$ cat src/rtl/desc_credit_gen.sv
`timescale 1ns/1ps
`default_nettype none
// +----------------------------------------------------------------------------+
// | Module      : desc_credit_gen                                              |
// | Description : Accumulates per-queue consumed descriptors and returns them  |
// |               to the DMA as batched (qid, count) credit messages, using    |
// |               threshold/flush/timeout eligibility and round-robin pick.    |
// | Revision    : 1.0 - initial release                                        |
// +----------------------------------------------------------------------------+
module desc_credit_gen #(
  parameter int QID_WIDTH        = 3,
  parameter int DESC_AVAIL_WIDTH = 8,
  parameter int THRESH           = 16,
  parameter int TIMEOUT          = 512,
  parameter int TIMEOUT_WIDTH    = 10
) (
  input  logic                        user_clk,
  input  logic                        user_reset_n,
  input  logic                        desc_used,
  input  logic [QID_WIDTH-1:0]        desc_used_qid,
  input  logic                        q_flush,
  input  logic [QID_WIDTH-1:0]        q_flush_qid,
  input  logic                        q_clr,
  input  logic [QID_WIDTH-1:0]        q_clr_qid,
  output logic                        cred_vld,
  input  logic                        cred_rdy,
  output logic [QID_WIDTH-1:0]        cred_qid,
  output logic [DESC_AVAIL_WIDTH-1:0] cred_val,
  output logic                        pending,
  output logic                        overflow_err
);

  localparam int                          c_num_q      = 2**QID_WIDTH;
  localparam logic [DESC_AVAIL_WIDTH-1:0] c_thresh     = DESC_AVAIL_WIDTH'(THRESH);
  localparam logic [DESC_AVAIL_WIDTH-1:0] c_acc_max    = '1;
  localparam logic [TIMEOUT_WIDTH-1:0]    c_timer_last = TIMEOUT_WIDTH'(TIMEOUT - 1);
  localparam logic [QID_WIDTH-1:0]        c_rr_init    = '1;

  logic [DESC_AVAIL_WIDTH-1:0] r_acc [c_num_q];
  logic [c_num_q-1:0]          r_flush_req;
  logic [QID_WIDTH-1:0]        r_rr_ptr;
  logic [TIMEOUT_WIDTH-1:0]    r_timer;

  logic [c_num_q-1:0]          w_elig;
  logic                        w_found;
  logic [QID_WIDTH-1:0]        w_sel;
  logic                        w_load;
  logic                        w_timeout;
  logic [DESC_AVAIL_WIDTH-1:0] w_acc_nxt [c_num_q];
  logic [c_num_q-1:0]          w_flush_nxt;
  logic                        w_ovf;
  logic                        w_any_nz;

  // Per-queue eligibility; a same-cycle clear vetoes the queue.
  always_comb begin
    for (int q = 0; q < c_num_q; q++) begin
      w_elig[q] = (r_acc[q] != '0) &&
                  ((r_acc[q] >= c_thresh) || r_flush_req[q]) &&
                  !(q_clr && (q_clr_qid == QID_WIDTH'(q)));
    end
  end

  // Round-robin pick: first eligible queue after the last one served.
  always_comb begin
    logic [QID_WIDTH-1:0] idx;
    w_found = 1'b0;
    w_sel   = r_rr_ptr;
    idx     = r_rr_ptr;
    for (int i = 1; i <= c_num_q; i++) begin
      idx = r_rr_ptr + QID_WIDTH'(i);
      if (!w_found && w_elig[idx]) begin
        w_found = 1'b1;
        w_sel   = idx;
      end
    end
  end

  assign w_load    = (!cred_vld || cred_rdy) && w_found;
  assign w_timeout = pending && (r_timer == c_timer_last);

  // Next accumulator / flush-request state; clear wins, then load, then increment.
  always_comb begin
    logic inc;
    logic clr;
    logic fl;
    logic ld;
    logic nz;
    w_ovf    = 1'b0;
    w_any_nz = 1'b0;
    inc      = 1'b0;
    clr      = 1'b0;
    fl       = 1'b0;
    ld       = 1'b0;
    nz       = 1'b0;
    for (int q = 0; q < c_num_q; q++) begin
      inc            = desc_used && (desc_used_qid == QID_WIDTH'(q));
      clr            = q_clr && (q_clr_qid == QID_WIDTH'(q));
      fl             = q_flush && (q_flush_qid == QID_WIDTH'(q));
      ld             = w_load && (w_sel == QID_WIDTH'(q));
      nz             = (r_acc[q] != '0);
      w_any_nz       = w_any_nz | nz;
      w_acc_nxt[q]   = r_acc[q];
      w_flush_nxt[q] = r_flush_req[q];
      if (clr) begin
        w_acc_nxt[q]   = '0;
        w_flush_nxt[q] = 1'b0;
      end else if (ld) begin
        // The count leaves in the message; only a same-cycle descriptor stays.
        w_acc_nxt[q]   = {{(DESC_AVAIL_WIDTH-1){1'b0}}, inc};
        w_flush_nxt[q] = fl && inc;
      end else begin
        if (inc) begin
          if (r_acc[q] == c_acc_max) begin
            w_ovf = 1'b1;
          end else begin
            w_acc_nxt[q] = r_acc[q] + DESC_AVAIL_WIDTH'(1);
          end
        end
        if ((fl && (nz || inc)) || (w_timeout && nz)) begin
          w_flush_nxt[q] = 1'b1;
        end
      end
    end
  end

  // Accumulator and flush-request registers.
  always_ff @(posedge user_clk or negedge user_reset_n) begin
    if (!user_reset_n) begin
      for (int q = 0; q < c_num_q; q++) begin
        r_acc[q] <= '0;
      end
      r_flush_req <= '0;
    end else begin
      for (int q = 0; q < c_num_q; q++) begin
        r_acc[q] <= w_acc_nxt[q];
      end
      r_flush_req <= w_flush_nxt;
    end
  end

  // Output message register and round-robin pointer.
  always_ff @(posedge user_clk or negedge user_reset_n) begin
    if (!user_reset_n) begin
      cred_vld <= 1'b0;
      cred_qid <= '0;
      cred_val <= '0;
      r_rr_ptr <= c_rr_init;
    end else if (w_load) begin
      cred_vld <= 1'b1;
      cred_qid <= w_sel;
      cred_val <= r_acc[w_sel];
      r_rr_ptr <= w_sel;
    end else if (cred_rdy) begin
      cred_vld <= 1'b0;
    end
  end

  // Pending flag, idle timer (not restarted by loads) and sticky overflow.
  always_ff @(posedge user_clk or negedge user_reset_n) begin
    if (!user_reset_n) begin
      pending      <= 1'b0;
      r_timer      <= '0;
      overflow_err <= 1'b0;
    end else begin
      pending      <= w_any_nz;
      overflow_err <= overflow_err | w_ovf;
      if (!pending || w_timeout) begin
        r_timer <= '0;
      end else begin
        r_timer <= r_timer + TIMEOUT_WIDTH'(1);
      end
    end
  end

endmodule
`default_nettype wire
$ cat config.mk
export PLATFORM = sky130hd
export DESIGN_NAME = desc_credit_gen
export DESIGN_NICKNAME = d
export VERILOG_FILES = /design/src/rtl/desc_credit_gen.sv
export SDC_FILE = /design/constraint.sdc
export NUM_CORES = 1
export LEC_CHECK = 0
export BUFFER_PORTS_ARGS = -buffer_cell sky130_fd_sc_hd__buf_2
export CORE_ASPECT_RATIO = 1.5
export CORE_UTILIZATION = 40
export DETAILED_ROUTE_END_ITERATION = 8
export PLACE_DENSITY_LB_ADDON = 0.05
export SYNTH_ARGS = -nofsm -noshare
export SYNTH_HDL_FRONTEND = slang
export SYNTH_SLANG_ARGS = --single-unit
$ cat constraint.sdc
create_clock -name user_clk -period 4.1 [get_ports user_clk]
set_input_delay 0.41 -clock user_clk [delete_from_list [all_inputs] [get_ports user_clk]]
set_output_delay 0.41 -clock user_clk [all_outputs]
set_load 0.02 [all_outputs]
; ---- Word level (Yosys, flattened, before mapping)
; Cells that the tools add are included.
[totals]
reg_bits = 99
input_bits = 15
output_inout_bits = 14
word_cells = 397
[op_classes]
addsub = 16
order_cmp = 17
eq_ne = 45
n_mux = 126
bitwise_logic = 9
n_reduce_logical = 161
[ops]
columns = cell, count
row1 = $mux W8, 34
row2 = $logic_and A1 B1 Y1, 81
row3 = $mux W1, 74
row4 = $add A8 B1 Y8 const B, 8
row5 = $eq A8 B8 Y1 const B, 8
row6 = $ge A8 B5 Y1 const B, 8
row7 = $reduce_bool A8 Y1, 8
row8 = $eq A3 B3 Y1 const B, 16
row9 = $reduce_bool A3 Y1, 16
row10 = $lt A3 B4 Y1 const B, 8
row11 = $logic_or A1 B1 Y1, 26
row12 = $bmux W1 S3, 8
row13 = $bmux W8 S3, 1
row14 = $eq A3 B2 Y1 const B, 8
row15 = $mux W3, 8
row16 = $ne A3 B3 Y1 const B, 8
row17 = $logic_not A1 Y1, 17
row18 = $reduce_and A2 Y1, 8
row19 = $add A3 B3 Y3 const B, 4
row20 = $eq A3 B1 Y1 const B, 4
row21 = $logic_not A3 Y1, 4
row22 = $add A10 B1 Y10 const B, 1
row23 = $eq A10 B9 Y1 const B, 1
row24 = $mux W10, 1
row25 = other kinds (6), 14

; ---- Depth between registers and ports, before layout
; Gate-level depths: netlist of the first run.
[depth]
depth_word = 61
depth_mapped = 18
depth_no_buf = 13

; ---- Worst setup path after synthesis of the first run
; No wires, ideal clock.
[synth_path]
path_type = register -> register
start = register r_rr_ptr[0]
end = register cred_val[5]
setup_time_ns = 0.135
arrival_time_ns = 4.153
t_required_ns = 3.965
path_slack_ns = -0.187
stages_incl_launch_ff = 15
n_path_buf = 4
synth_period_minus_slack_ns = 4.287
path_cell_list = dfstp_2 -> clkbuf_1 -> clkinv_1 -> buf_2 -> ha_1 -> clkbuf_1 -> xnor2_1 -> mux4_2 -> nand4bb_4 -> o221ai_2 -> xnor2_2 -> buf_2 -> mux2_2 -> a21oi_1 -> o21ai_0
[synth_via]
elab_chain_cells = 29
elab_cells_between_ends = 58
cone_classes = 7 x add/sub / 35 x mux / 1 x bitwise / 15 x reduce/logical
[synth_rtl]
columns = element, line_no
row1 = "start, declared", 41  ; logic [QID_WIDTH-1:0] r_rr_ptr;
row2 = "start signal, assigned", 147  ; r_rr_ptr <= c_rr_init;
row3 = "start signal, assigned", 152  ; r_rr_ptr <= w_sel;
row4 = $add A3 B1 Y3, 70  ; idx = r_rr_ptr + QID_WIDTH'(i);
row5 = $bmux W1 S3, 71  ; if (!w_found && w_elig[idx]) begin
row6 = $mux W1 (implied by the code), 71
row7 = $mux W1, 71
row8 = $logic_not A1 Y1, 71
row9 = $logic_and A1 B1 Y1, 71
row10 = $mux W1, 71
row11 = $logic_not A1 Y1, 71
row12 = (+12 left out), --
row13 = $logic_and A1 B1 Y1, 71
row14 = $mux W1, 71
row15 = $logic_not A1 Y1, 71
row16 = $logic_and A1 B1 Y1, 71
row17 = $mux W3, 71
row18 = $not A3 Y4 (implied by the code), 151  ; cred_val <= r_acc[w_sel];
row19 = $bmux W8 S3, 151
row20 = $mux W8 (implied by the code) (2 in series), 151
row21 = "end signal, assigned", 151
row22 = "end, declared", 28  ; output logic [DESC_AVAIL_WIDTH-1:0] cred_val,
; Parallel ways exist; a longest one is shown, timed or not. The select of a mux whose other input is x is not followed.
; A chain may end at the register's enable or synchronous reset.

; ---- Worst setup path in the final report of the first run
[layout_path]
start = register r_acc[9] (netlist bit)
end = register cred_val[2]
[layout_via]
elab_chain_cells = 32
elab_cells_between_ends = 56
cone_classes = 1 x order compare / 35 x mux / 1 x bitwise / 19 x reduce/logical
[layout_rtl]
columns = element, line_no
row1 = "start, declared", 39  ; logic [DESC_AVAIL_WIDTH-1:0] r_acc [c_num_q];
row2 = "start signal, assigned by index", 135  ; r_acc[q] <= w_acc_nxt[q];
row3 = $ge A8 B5 Y1, 58  ; ((r_acc[q] >= c_thresh) || r_flush_req[q]) &&
row4 = $logic_or A1 B1 Y1, 58
row5 = $logic_and A1 B1 Y1 *, 57  ; w_elig[q] = (r_acc[q] != '0) &&
row6 = $logic_and A1 B1 Y1 *, 58
row7 = $bmux W1 S3, 71
row8 = $mux W1 (implied by the code), 71
row9 = $mux W1, 71
row10 = $logic_not A1 Y1, 71
row11 = (+15 left out), --
row12 = $logic_and A1 B1 Y1, 71
row13 = $mux W1, 71
row14 = $logic_not A1 Y1, 71
row15 = $logic_and A1 B1 Y1, 71
row16 = $mux W3, 71
row17 = $not A3 Y4 (implied by the code), 151
row18 = $bmux W8 S3, 151
row19 = $mux W8 (implied by the code) (2 in series), 151
; Every way passes the cells marked *; elsewhere a longest branch is shown, timed or not. The select of a mux whose other input is x is not followed.

==> results.md, run 1 <==
- Routability cong.: 0.9488
- Mapped Nets: 893
- Seq cells post-synth: 99
- Largest family of logic cells by synthesized area: simple AND/OR/NAND/NOR gates
- Syn Inst Count: 859
- Clock Latency Late Sink: 0.36 ns
- Top delay family on crit path: multiplexers
- Routed vias: 7,047
- Hold_buf cts: 0
- Vias in the first global route: 7,120
- Post-synth top flop: dfrtp_1
- Ys async rst share: 100.0%
- Antenna fix cells: 0
- Cells after DPL: 1,197
- Area contributors post-synth: dfrtp_1, nor2_1, mux2i_1, nand2_1, xor2_1
- GRT overflow: 0
- YS warnings: 0
- Global-route wire length before repair: 39,590 um
- Die extent in x: 112.4 um
- Mux contribution to synthesized area: 8.536%
- Seq/Total Area, Yosys: 33.92%
- Total power: 8351 uW
- RSZ-0062 raised after global routing: yes
- Post-synth EDFFs: 0
- Post-synth top area share: 32.84%
- Post-Route Utilization: 50.42%
- Clock transition at path regs: 0.07 ns
- Post-Syn Area: 7315 um^2
- Relative max-transition margin: 34.89%
- Result of the run: complete, no violations
- Critical Path Most Common Cell: buf_6
- Starting Density: 40.77%
- IO buf count: 28
- Final Hold Viols: 0
- Post-synthesis compound-gate area fraction: 17.07%
- Initial antenna violation count: 0
- Measured slew at the worst slew-check pin: 0.9767 ns
- Layout cells sized above 1: 23.02%
- Area Overhead vs Synth: 23.67%
- Worst Path Required: 4.33 ns
- Setup violations, final: 0
- Post-route ant nets: 0
- Mapped Avg Cell Area: 8.515 um^2
- DRC Markers: 0
- Critical Path End Type: flop
- Final period util: 96.35%
- Worst-path fanout max: 13
- Core footprint: 17,940 um^2
- Peak supply drop: 0.0005442 V
- Post-route minimum period: 3.950 ns
- Post-DP HPWL: 20,100 um
- Max clock buf depth: 2
- Synth Area in Simple Gates: 26.31%
- CTS buffer count: 9
- H-Tree Depth: 3
- Vias/cell: 5.795
- Nature of the critical path startpoint: flop
- Slowest stage delay, CP: 0.58 ns
- Adder-cell share of the synthesized area: 3.250%
- Die ar.: 18,840 um^2
- CTS Sinks: 99
- Largest net degree at the start of global routing: 72
- Maxcap violations: 0
- Leading area contributor after synthesis: dfrtp_1
- # IOs: 29
- Fillers: 1,793
- Detailed Routing Iterations Pass 1: 5
- Slowest-stage cell, CP: mux4_2
- Lkg Pwr: 0.004092 uW
- Number of distinct library cells after synthesis: 77
- Final WL: 25,250 um
- Post-route insts no fill: 1,216
- Hold Crit Class: in2async
- Worst path cell trace: inv_1 -> ha_1 -> or3b_4 -> a21oi_4 -> buf_6 -> o32ai_2 -> mux4_2 -> nand4bb_4 -> o221ai_2 -> buf_6 -> xnor2_4 -> buf_6 -> mux2_2 -> a21oi_1 -> o21ai_0
- Final Max Slew Viols: 0
- Initial DRC count: 520
- WS Path Type: reg2reg
- GRT Total Usage: 27.67%
- Clock root buffer: clkbuf_16
- Worst Skew: 0.01098 ns
- Routed wire per std cell: 20.77 um
- Nets: 1,028
- Post-Synth XOR/XNOR Area: 7.167%
- Pwr Density: 923.2 nW/um^2
- Buf/Inv on CP: 4
- Max frequency: 253.2 MHz
- CP arrival: 4.18 ns
- Row cnt: 60
- CTS tree: yes
- Die H: 167.6 um
worst register-to-register path: stages (launching register included):
cell and delay (ns):
dfrtp_1 0.40, inv_1 0.09, ha_1 0.13, or3b_4 0.39
a21oi_4 0.19, buf_6 0.15, o32ai_2 0.09, mux4_2 0.58
nand4bb_4 0.28, o221ai_2 0.17, buf_6 0.17, xnor2_4 0.17
buf_6 0.24, mux2_2 0.35, a21oi_1 0.30, o21ai_0 0.13
worst paths after layout:
kind / slack (ns) / to / startpoint / cells after the start
max: 0.15 / cred_val[2]$_DFFE_PN0P_ / r_acc[9]$_DFFE_PN0P_ / 15
min: 0.20 / cred_qid[0]$_DFFE_PN0P_ / user_reset_n / 1
max reg2reg: 0.15 / cred_val[2]$_DFFE_PN0P_ / r_acc[9]$_DFFE_PN0P_ / 15
min reg2reg: 0.48 / cred_qid[2]$_DFFE_PN0P_ / cred_qid[2]$_DFFE_PN0P_ / 2
max in group asynchronous: 2.93 / cred_val[6]$_DFFE_PN0P_ / user_reset_n / 2
min in group user_clk: 0.40 / cred_vld$_DFFE_PN0P_ / cred_rdy / 3
through the flow:
step	worst slack (ns)	setup TNS (ns)	cell area, um^2	hold slack [ns]
after floorplan	0.02563	0	7326	0.1144
after global placement	-0.1733	-2.481	8591	0.4559
after detailed placement	-0.2472	-2.400	8591	0.4635
final	0.1498	0	9046	0.1987
after global routing	-0.003327	-0.009090	9046	0.2803
after CTS	0.009381	0	8951	0.2461
where the power goes:
| part | switching (uW) | total [uW] | internal, uW |
|---|---|---|---|
| Sequential | 150 | 1340 | 1190 |
| Combinational | 3400 | 6140 | 2740 |
| Clock | 427 | 867 | 440 |
cells by family (layout without fill, tap and decap cells):
kind of cell / Yosys count / count (layout)
buffers and inverters: 67 / 207
XOR/XNOR: 59 / 59
adder cells (fa/ha/maj): 19 / 19
AND/OR/NAND/NOR: 388 / 388
multiplexers: 53 / 53
flip-flops: 99 / 99
AO/OA/AOI/OAI: 174 / 174
placed cells by master, fill, tap and decap left out, drive strengths merged, types with 4 or more instances in the layout:
cell	instances
a211oi	7
a21o	4
a21oi	41
a22oi	15
a31oi	7
and3	15
buf	153
clkbuf	10
dfrtp	96
ha	19
inv	39
mux2	5
mux2i	41
mux4	7
nand2	103
nand2b	10
nand3	32
nand3b	7
nand4	22
nand4b	4
nand4bb	4
nor2	114
nor3	22
nor3b	9
nor4	11
o211ai	5
o21a	7
o21ai	29
o221ai	14
o22a	6
o22ai	6
o32ai	11
or2	8
or3	9
or4	4
xnor2	20
xor2	39
what timing repair did:
item                                    in CTS  in global routing
gates resized for setup                     11                 20
gates cloned                                 0                  0
endpoints found under the setup margin      45                 61
setup buffers                                2                  1
pin swaps                                    1                  6
flip-flops by register name (all words and copies together) (netlist names):
register,cells
r_rr_ptr,3
pending,1
r_acc,64
cred_qid,3
r_timer,10
cred_vld,1
overflow_err,1
cred_val,8
r_flush_req,8
cell usage after synthesis (3+ instances only):
master / number
buf_2: 9
and2_1: 3
o21a_1: 7
o21ai_1: 4
nand3_1: 32
a21o_1: 4
a211oi_1: 7
mux2i_1: 41
xor2_1: 39
o21ai_0: 24
o31ai_1: 3
o22ai_1: 6
o22a_1: 6
nor3b_1: 8
a21oi_1: 39
nor2_1: 114
or2_2: 6
dfstp_2: 3
nor3_1: 22
a22oi_1: 15
nand4bb_1: 3
nand3b_1: 7
dfrtp_1: 96
a31oi_1: 7
or3_1: 9
nor4_1: 11
nor2b_1: 3
o32ai_1: 10
xnor2_1: 19
clkbuf_1: 17
mux4_2: 7
nand4_1: 22
o211ai_1: 5
nand2_1: 103
nand2b_1: 10
o221ai_1: 13
nand4b_1: 4
ha_1: 19
inv_1: 36
mux2_2: 5
and3_1: 15
final cells by class:
class                   count  area (um^2)  share of cell area [%]
well taps                 217        271.5                   3.001
multi-input cells         693         4703                   51.99
flip-flops and latches     99         2481                   27.43
repair buffers            153         1150                   12.71
clock buffers              10        239.0                   2.642
inverters                  38        143.9                   1.591
clock inverters             6        57.56                  0.6362
routing by layer:
layer	routed length (um)	global-route usage (%)	vias up
met5	0	0	-
met2	12950	50.09	189
met1	10360	32.22	3413
met3	882	3.438	50
met4	1059	12.81	0
li1	-	-	3395
Note: power is estimated with default switching activity, not from simulation.
==> inputs of run 2 (changes only) <==
RECOVER_POWER = 25   (was not set)
==> run 2 against run 1 <==
The run now ends with capacitance limit, slew limit left. Worst hold slack improved by 0.20 ns. Die area unchanged. Register-to-register slack about the same. Clock skew unchanged. Highest routed layer unchanged.
==> results.md, run 2 (same netlist as run 1, synthesis figures left out) <==
- Result of the run: complete, but fails checks (was complete, no violations)
- Failing checks: capacitance limit, slew limit
- Nets: 1,028 (unchanged)
- Critical Path Most Common Cell: buf_6 (unchanged)
- IO buf count: 28 (unchanged)
- Critical Path End Type: flop (unchanged)
- Clock power share: 10.4% (about the same)
- Post-Route Utilization: 50.40% (was 50.42%)
- Routed wire per std cell: 20.77 um (unchanged)
- Initial antenna violation count: 0 (unchanged)
- Die extent in x: 112.4 um (unchanged)
- Sw frac: 47.63% (about the same)
- Buf/Inv on CP: 4 (unchanged)
- Final Max Slew Viols: 72 (was 0)
- Global-route wire length before repair: 39,590 um (unchanged)
- Post-route minimum period: 3.950 ns (about the same)
- Layout cells sized above 1: 23.02% (unchanged)
- Combinational group share of total power: 73.5% (was 73.6%)
- Max frequency: 253.2 MHz (about the same)
- Slowest stage delay, CP: 0.58 ns (about the same)
- Worst Skew: 0.01098 ns (unchanged)
- WS Path Type: reg2reg (unchanged)
- Clock root buffer: clkbuf_16 (unchanged)
- Switch Pwr: 3978 uW (about the same)
- Final period util: 96.35% (about the same)
- Final worst slack: 0.1498 ns (about the same)
- Slowest-stage cell, CP: mux4_2 (unchanged)
- Setup violations, final: 0 (unchanged)
- # IOs: 29 (unchanged)
- Max reg flops: 64 (unchanged)
- Internal: 4373 uW (about the same)
- Maxcap violations: 1 (was 0)
- GRT Total Usage: 27.67% (unchanged)
- Worst Path Required: 4.33 ns (about the same)
- Core footprint: 17,940 um^2 (unchanged)
- Part of the power in registers: 16.1% (about the same)
- Post-DP HPWL: 20,100 um (unchanged)
- Largest net degree at the start of global routing: 72 (unchanged)
- Die ar.: 18,840 um^2 (unchanged)
- Area Overhead vs Synth: 23.64% (was 23.67%)
- DRC Markers: 0 (unchanged)
- Starting Density: 40.77% (unchanged)
- Clock transition at path regs: 0.08 ns (was 0.07 ns)
- Vias/cell: 5.795 (unchanged)
- Max clock buf depth: 2 (unchanged)
- Worst path cell trace: inv_1 -> ha_1 -> or3b_4 -> a21oi_4 -> buf_6 -> o32ai_2 -> mux4_2 -> nand4bb_4 -> o221ai_2 -> buf_6 -> xnor2_4 -> buf_6 -> mux2_2 -> a21oi_1 -> o21ai_0 (unchanged)
- Pwr Density: 923.4 nW/um^2 (was 923.2 nW/um^2)
- Nature of the critical path startpoint: flop (unchanged)
- Detailed Routing Iterations Pass 1: 5 (unchanged)
- CP arrival: 4.18 ns (about the same)
- Pre-CTS setup slack: -0.2472 ns (unchanged)
- Final WL: 25,250 um (unchanged)
- Hold Crit Class: in2reg (was in2async)
- CTS tree: yes (unchanged)
- Reg with most FFs: r_acc (unchanged)
- Initial DRC count: 520 (unchanged)
- Measured slew at the worst slew-check pin: 1.913 ns (was 0.9767 ns)
- Clock Latency Late Sink: 0.36 ns (about the same)
- Biggest regs: r_acc (64), r_timer (10) (unchanged)
- Final Hold Viols: 0 (unchanged)
- Vias in the first global route: 7,120 (unchanged)
- Relative max-transition margin: -27.54% (was 34.89%)
- CTS buffer count: 9 (unchanged)
- Lkg Pwr: 0.004091 uW (was 0.004092 uW)
- Post-route ant nets: 0 (unchanged)
- Routability cong.: 0.9488 (unchanged)
- RSZ-0062 raised after global routing: yes (unchanged)
- Top delay family on crit path: multiplexers (unchanged)
- Worst-path fanout max: 13 (unchanged)
- Routed vias: 7,047 (unchanged)
- Die H: 167.6 um (unchanged)
- Row cnt: 60 (unchanged)
- Commonest non-fill, non-tap cell in the layout: buf_4 (unchanged)
- Antenna fix cells: 0 (unchanged)
- Most frequent cells in the layout: buf_4, nor2_1, nand2_1, dfrtp_1 (unchanged)
- H-Tree Depth: 3 (unchanged)
- Peak supply drop: 0.0005442 V (about the same)
- CTS Sinks: 99 (unchanged)
- GRT overflow: 0 (unchanged)
==> run 2: cell type report <==
type,count,area [um^2]
Fill cell,1793,8899
Multi-Input combinational cell,693,4703
Sequential cell,99,2481
Timing Repair Buffer,153,1147
Tap cell,217,271.5
Clock buffer,10,239.0
Inverter,38,143.9
Clock inverter,6,57.56
==> run 2: per-stage QoR <==
step / TNS, ns / area (um^2) / cells / total power (uW) / hold WS (ns)
4_1_cts: 0 / 8951 / 1215 / 8282 / 0.2461
3_3_place_gp: -2.481 / 8591 / 1197 / 7179 / 0.4559
6_report: 0 / 9044 / 1216 / 8351 / 0.3951
2_1_floorplan: 0 / 7326 / 859 / 4715 / 0.1144
3_5_place_dp: -2.400 / 8591 / 1197 / 7211 / 0.4635
5_1_grt: -0.009090 / 9044 / 1216 / 8885 / 0.4070
==> run 2: metal layers <==
metal  global-route usage, %  wire length (um)  vias to the layer above
met5                       0                 0                        -
met4                   12.81              1059                        0
met3                   3.438               881                       50
met2                   50.09             12950                      189
met1                   32.22             10360                     3413
li1                        -                 -                     3395
==> run 2: path summary, 6_finish.rpt <==
| path | from | to | slack (ns) | cells after the start |
|---|---|---|---|---|
| setup / recovery | r_acc[9]$_DFFE_PN0P_ | cred_val[2]$_DFFE_PN0P_ | 0.15 | 15 |
| hold / removal | cred_rdy | cred_vld$_DFFE_PN0P_ | 0.40 | 3 |
| setup reg to reg | r_acc[9]$_DFFE_PN0P_ | cred_val[2]$_DFFE_PN0P_ | 0.15 | 15 |
| hold reg to reg | cred_qid[2]$_DFFE_PN0P_ | cred_qid[2]$_DFFE_PN0P_ | 0.48 | 2 |
| max in group asynchronous | user_reset_n | cred_val[6]$_DFFE_PN0P_ | 2.23 | 2 |
| min in group asynchronous | user_reset_n | cred_qid[0]$_DFFE_PN0P_ | 0.57 | 1 |
==> run 2: power groups by stage <==
stage	Combinational (uW)	Sequential, uW	Clock [uW]
floorplan	3330	1380	0
global placement	5830	1350	0
detailed placement	5860	1350	0
CTS	6050	1340	887
global route	6600	1370	916
finish	6140	1340	867
==> run 2: worst reg2reg max path, cell delays in order (launching register included) <==
cell and delay (ns):
dfrtp_1 0.40, inv_1 0.09, ha_1 0.13, or3b_4 0.39, a21oi_4 0.19, buf_6 0.15, o32ai_2 0.09, mux4_2 0.58
nand4bb_4 0.28, o221ai_2 0.17, buf_6 0.17, xnor2_4 0.17, buf_6 0.24, mux2_2 0.35, a21oi_1 0.30, o21ai_0 0.13
==> run 2: timing repair <==
item,in CTS,in global routing
endpoints found under the setup margin,45,61
hold endpoints to repair,0,0
hold buffers,0,0
resized for setup,11,20
pin swaps,1,6
buffers inserted,2,1
==> inputs of run 3 (changes only) <==
BUFFER_PORTS_ARGS = not set   (was -buffer_cell sky130_fd_sc_hd__buf_2)
DONT_BUFFER_PORTS = 1   (was not set)
==> run 3 against run 2 <==
The flow still finishes with violations (capacitance limit, slew limit). Worst setup slack got worse by 0.034 ns. Largest cell class unchanged. Routed wire length rose by 2.1%. Critical path type unchanged. Critical endpoint is now overflow_err$_DFF_PN0_. Total power rose by 0.51%.
==> results.md, run 3 (same netlist as run 1, synthesis figures left out) <==
- Placed instance area: 8351 um^2 (was 8591 um^2)
- Layout cells sized above 1: 21.04% (was 23.02%)
- Clock Latency Late Sink: 0.36 ns (about the same)
- GRT overflow: 0 (unchanged)
- Final Hold Viols: 0 (unchanged)
- Lkg Pwr: 0.003936 uW (was 0.004091 uW)
- Area Overhead vs Synth: 21.66% (was 23.64%)
- Nature of the critical path startpoint: flop (unchanged)
- Vias/cell: 5.964 (was 5.795)
- CTS tree: yes (unchanged)
- Final WL: 25,780 um (was 25,250 um)
- Routability cong.: 0.9315 (was 0.9488)
- H-Tree Depth: 3 (unchanged)
- Critical Path End Type: flop (unchanged)
- Reg2reg setup slack: 0.12 ns (was 0.15 ns)
- GRT Total Usage: 28.37% (was 27.67%)
- Result of the run: complete, but fails checks (unchanged)
- DRC Markers: 0 (unchanged)
- Reg with most FFs: r_acc (unchanged)
- # IOs: 29 (unchanged)
- Max frequency: 251.0 MHz (was 253.2 MHz)
- IO buf count: 0 (was 28)
- Antenna fix cells: 0 (unchanged)
- Setup violations, final: 0 (unchanged)
- Core footprint: 17,940 um^2 (unchanged)
- Post-DP HPWL: 20,290 um (was 20,100 um)
- Measured slew at the worst slew-check pin: 2.520 ns (was 1.913 ns)
- Relative max-transition margin: -68.03% (was -27.54%)
- Clock root buffer: clkbuf_16 (unchanged)
- Cell area after layout: 8899 um^2 (was 9044 um^2)
- Post-Route Utilization: 49.60% (was 50.40%)
- Fillers: 1,732 (was 1,793)
- Final period util: 97.18% (was 96.35%)
- Worst-path fanout max: 7 (was 13)
- Peak supply drop: 0.0005642 V (was 0.0005442 V)
- Commonest non-fill, non-tap cell in the layout: nor2_1 (was buf_4)
- Routed vias: 7,049 (was 7,047)
- Worst Skew: 0.01255 ns (was 0.01098 ns)
- Slowest stage delay, CP: 0.60 ns (was 0.58 ns)
- Vias in the first global route: 6,971 (was 7,120)
- Post-route ant nets: 0 (unchanged)
- Max reg flops: 64 (unchanged)
- WS Path Type: reg2reg (unchanged)
- Max clock buf depth: 2 (unchanged)
- Die H: 167.6 um (unchanged)
- Detailed Routing Iterations Pass 1: 5 (unchanged)
- Die extent in x: 112.4 um (unchanged)
- Worst Path Required: 4.32 ns (was 4.33 ns)
- CP arrival: 4.20 ns (was 4.18 ns)
- Biggest regs: r_acc (64), r_timer (10) (unchanged)
- Initial DRC count: 429 (was 520)
- Pwr Density: 943.2 nW/um^2 (was 923.4 nW/um^2)
- Hold Crit Class: in2reg (unchanged)
- Worst path cell trace: inv_1 -> ha_1 -> nor3b_1 -> o21a_1 -> buf_4 -> o32ai_1 -> mux4_2 -> o32ai_4 -> nor4_2 -> o32ai_4 -> buf_4 -> o2111a_2 -> o31ai_1 -> nor4_2 -> o2111ai_1 (was inv_1 -> ha_1 -> or3b_4 -> a21oi_4 -> buf_6 -> o32ai_2 -> mux4_2 -> nand4bb_4 -> o221ai_2 -> buf_6 -> xnor2_4 -> buf_6 -> mux2_2 -> a21oi_1 -> o21ai_0)
- Clock transition at path regs: 0.08 ns (about the same)
- CTS buffer count: 9 (unchanged)
- Nets: 994 (was 1,028)
- Failing checks: capacitance limit, slew limit (unchanged)
- Slowest-stage cell, CP: mux4_2 (unchanged)
- Maxcap violations: 1 (unchanged)
- Post-route minimum period: 3.984 ns (was 3.950 ns)
- Row cnt: 60 (unchanged)
- Largest net degree at the start of global routing: 100 (was 72)
- Global-route wire length before repair: 40,230 um (was 39,590 um)
- Final Max Slew Viols: 100 (was 72)
- Die ar.: 18,840 um^2 (unchanged)
- Routed wire per std cell: 21.81 um (was 20.77 um)
- Initial antenna violation count: 0 (unchanged)
- Starting Density: 40.77% (unchanged)
- CTS Sinks: 99 (unchanged)
- Most frequent cells in the layout: nor2_1, buf_4, nand2_1, dfrtp_1, xor2_1 (was buf_4, nor2_1, nand2_1, dfrtp_1)
==> run 3: final cells by class <==
cell class	instances	area, um^2	area share, %
inverters	38	143.9	1.617
clock buffers	9	225.2	2.531
clock inverters	7	56.30	0.6327
well taps	217	271.5	3.051
multi-input cells	693	4766	53.56
flip-flops and latches	99	2481	27.88
repair buffers	119	954.7	10.73
==> run 3: stage by stage <==
stage	total power, uW	cells	worst slack, ns	hold WS, ns	TNS [ns]
2_1_floorplan	4715	859	0.02563	0.1144	0
3_3_place_gp	7056	1156	-0.2825	0.1163	-1.010
3_5_place_dp	7101	1156	-0.2289	0.1168	-0.4388
4_1_cts	8084	1176	0.01845	0.2471	0
5_1_grt	8890	1182	-0.01574	0.2822	-0.01967
6_report	8393	1182	0.1157	0.2645	0
==> run 3: worst paths after layout <==
check | end | cells past startpoint | startpoint
worst max-delay path | overflow_err$_DFF_PN0_ | 15 | r_acc[17]$_DFFE_PN0P_
worst min-delay path | r_flush_req[1]$_DFFE_PN0P_ | 2 | q_clr_qid[1]
worst max register to register | overflow_err$_DFF_PN0_ | 15 | r_acc[17]$_DFFE_PN0P_
worst min register to register | r_timer[0]$_DFF_PN0_ | 1 | r_timer[0]$_DFF_PN0_
max in group asynchronous | cred_val[1]$_DFFE_PN0P_ | 2 | user_reset_n
min in group asynchronous | r_acc[27]$_DFFE_PN0P_ | 2 | user_reset_n
==> run 3: critical path, delay by kind of cell, from the launching register on <==
kind | cells | cell delay (ns)
AO/OA/AOI/OAI | 7 | 1.47
flip-flops | 1 | 0.43
buffers and inverters | 3 | 0.45
adder cells (fa/ha/maj) | 1 | 0.16
multiplexers | 1 | 0.60
AND/OR/NAND/NOR | 3 | 0.74
==> run 3: per-layer routing <==
metal / GRT usage (%) / vias to the layer above / wire, um
met5: 0 / - / 0
met4: 14.43 / 0 / 1183
met3: 4.379 / 59 / 1049
met2: 50.04 / 202 / 13270
met1: 33.10 / 3461 / 10280
li1: - / 3327 / -
==> run 3: timing repair <==
item / CTS / global route
endpoints found under the setup margin: 19 / 50
hold buffers: 2 / 0
buffers inserted: 2 / 6
pin swaps: 3 / 11
gates resized for setup: 10 / 30
endpoints found under the hold margin: 99 / 0
==> run 3: where the power goes <==
part | leakage (uW) | internal [uW] | switching (uW)
Sequential | 0.00132 | 1190 | 207
Combinational | 0.00247 | 2770 | 3380
Clock | 0.000142 | 422 | 422
Total | 0.00394 | 4390 | 4010
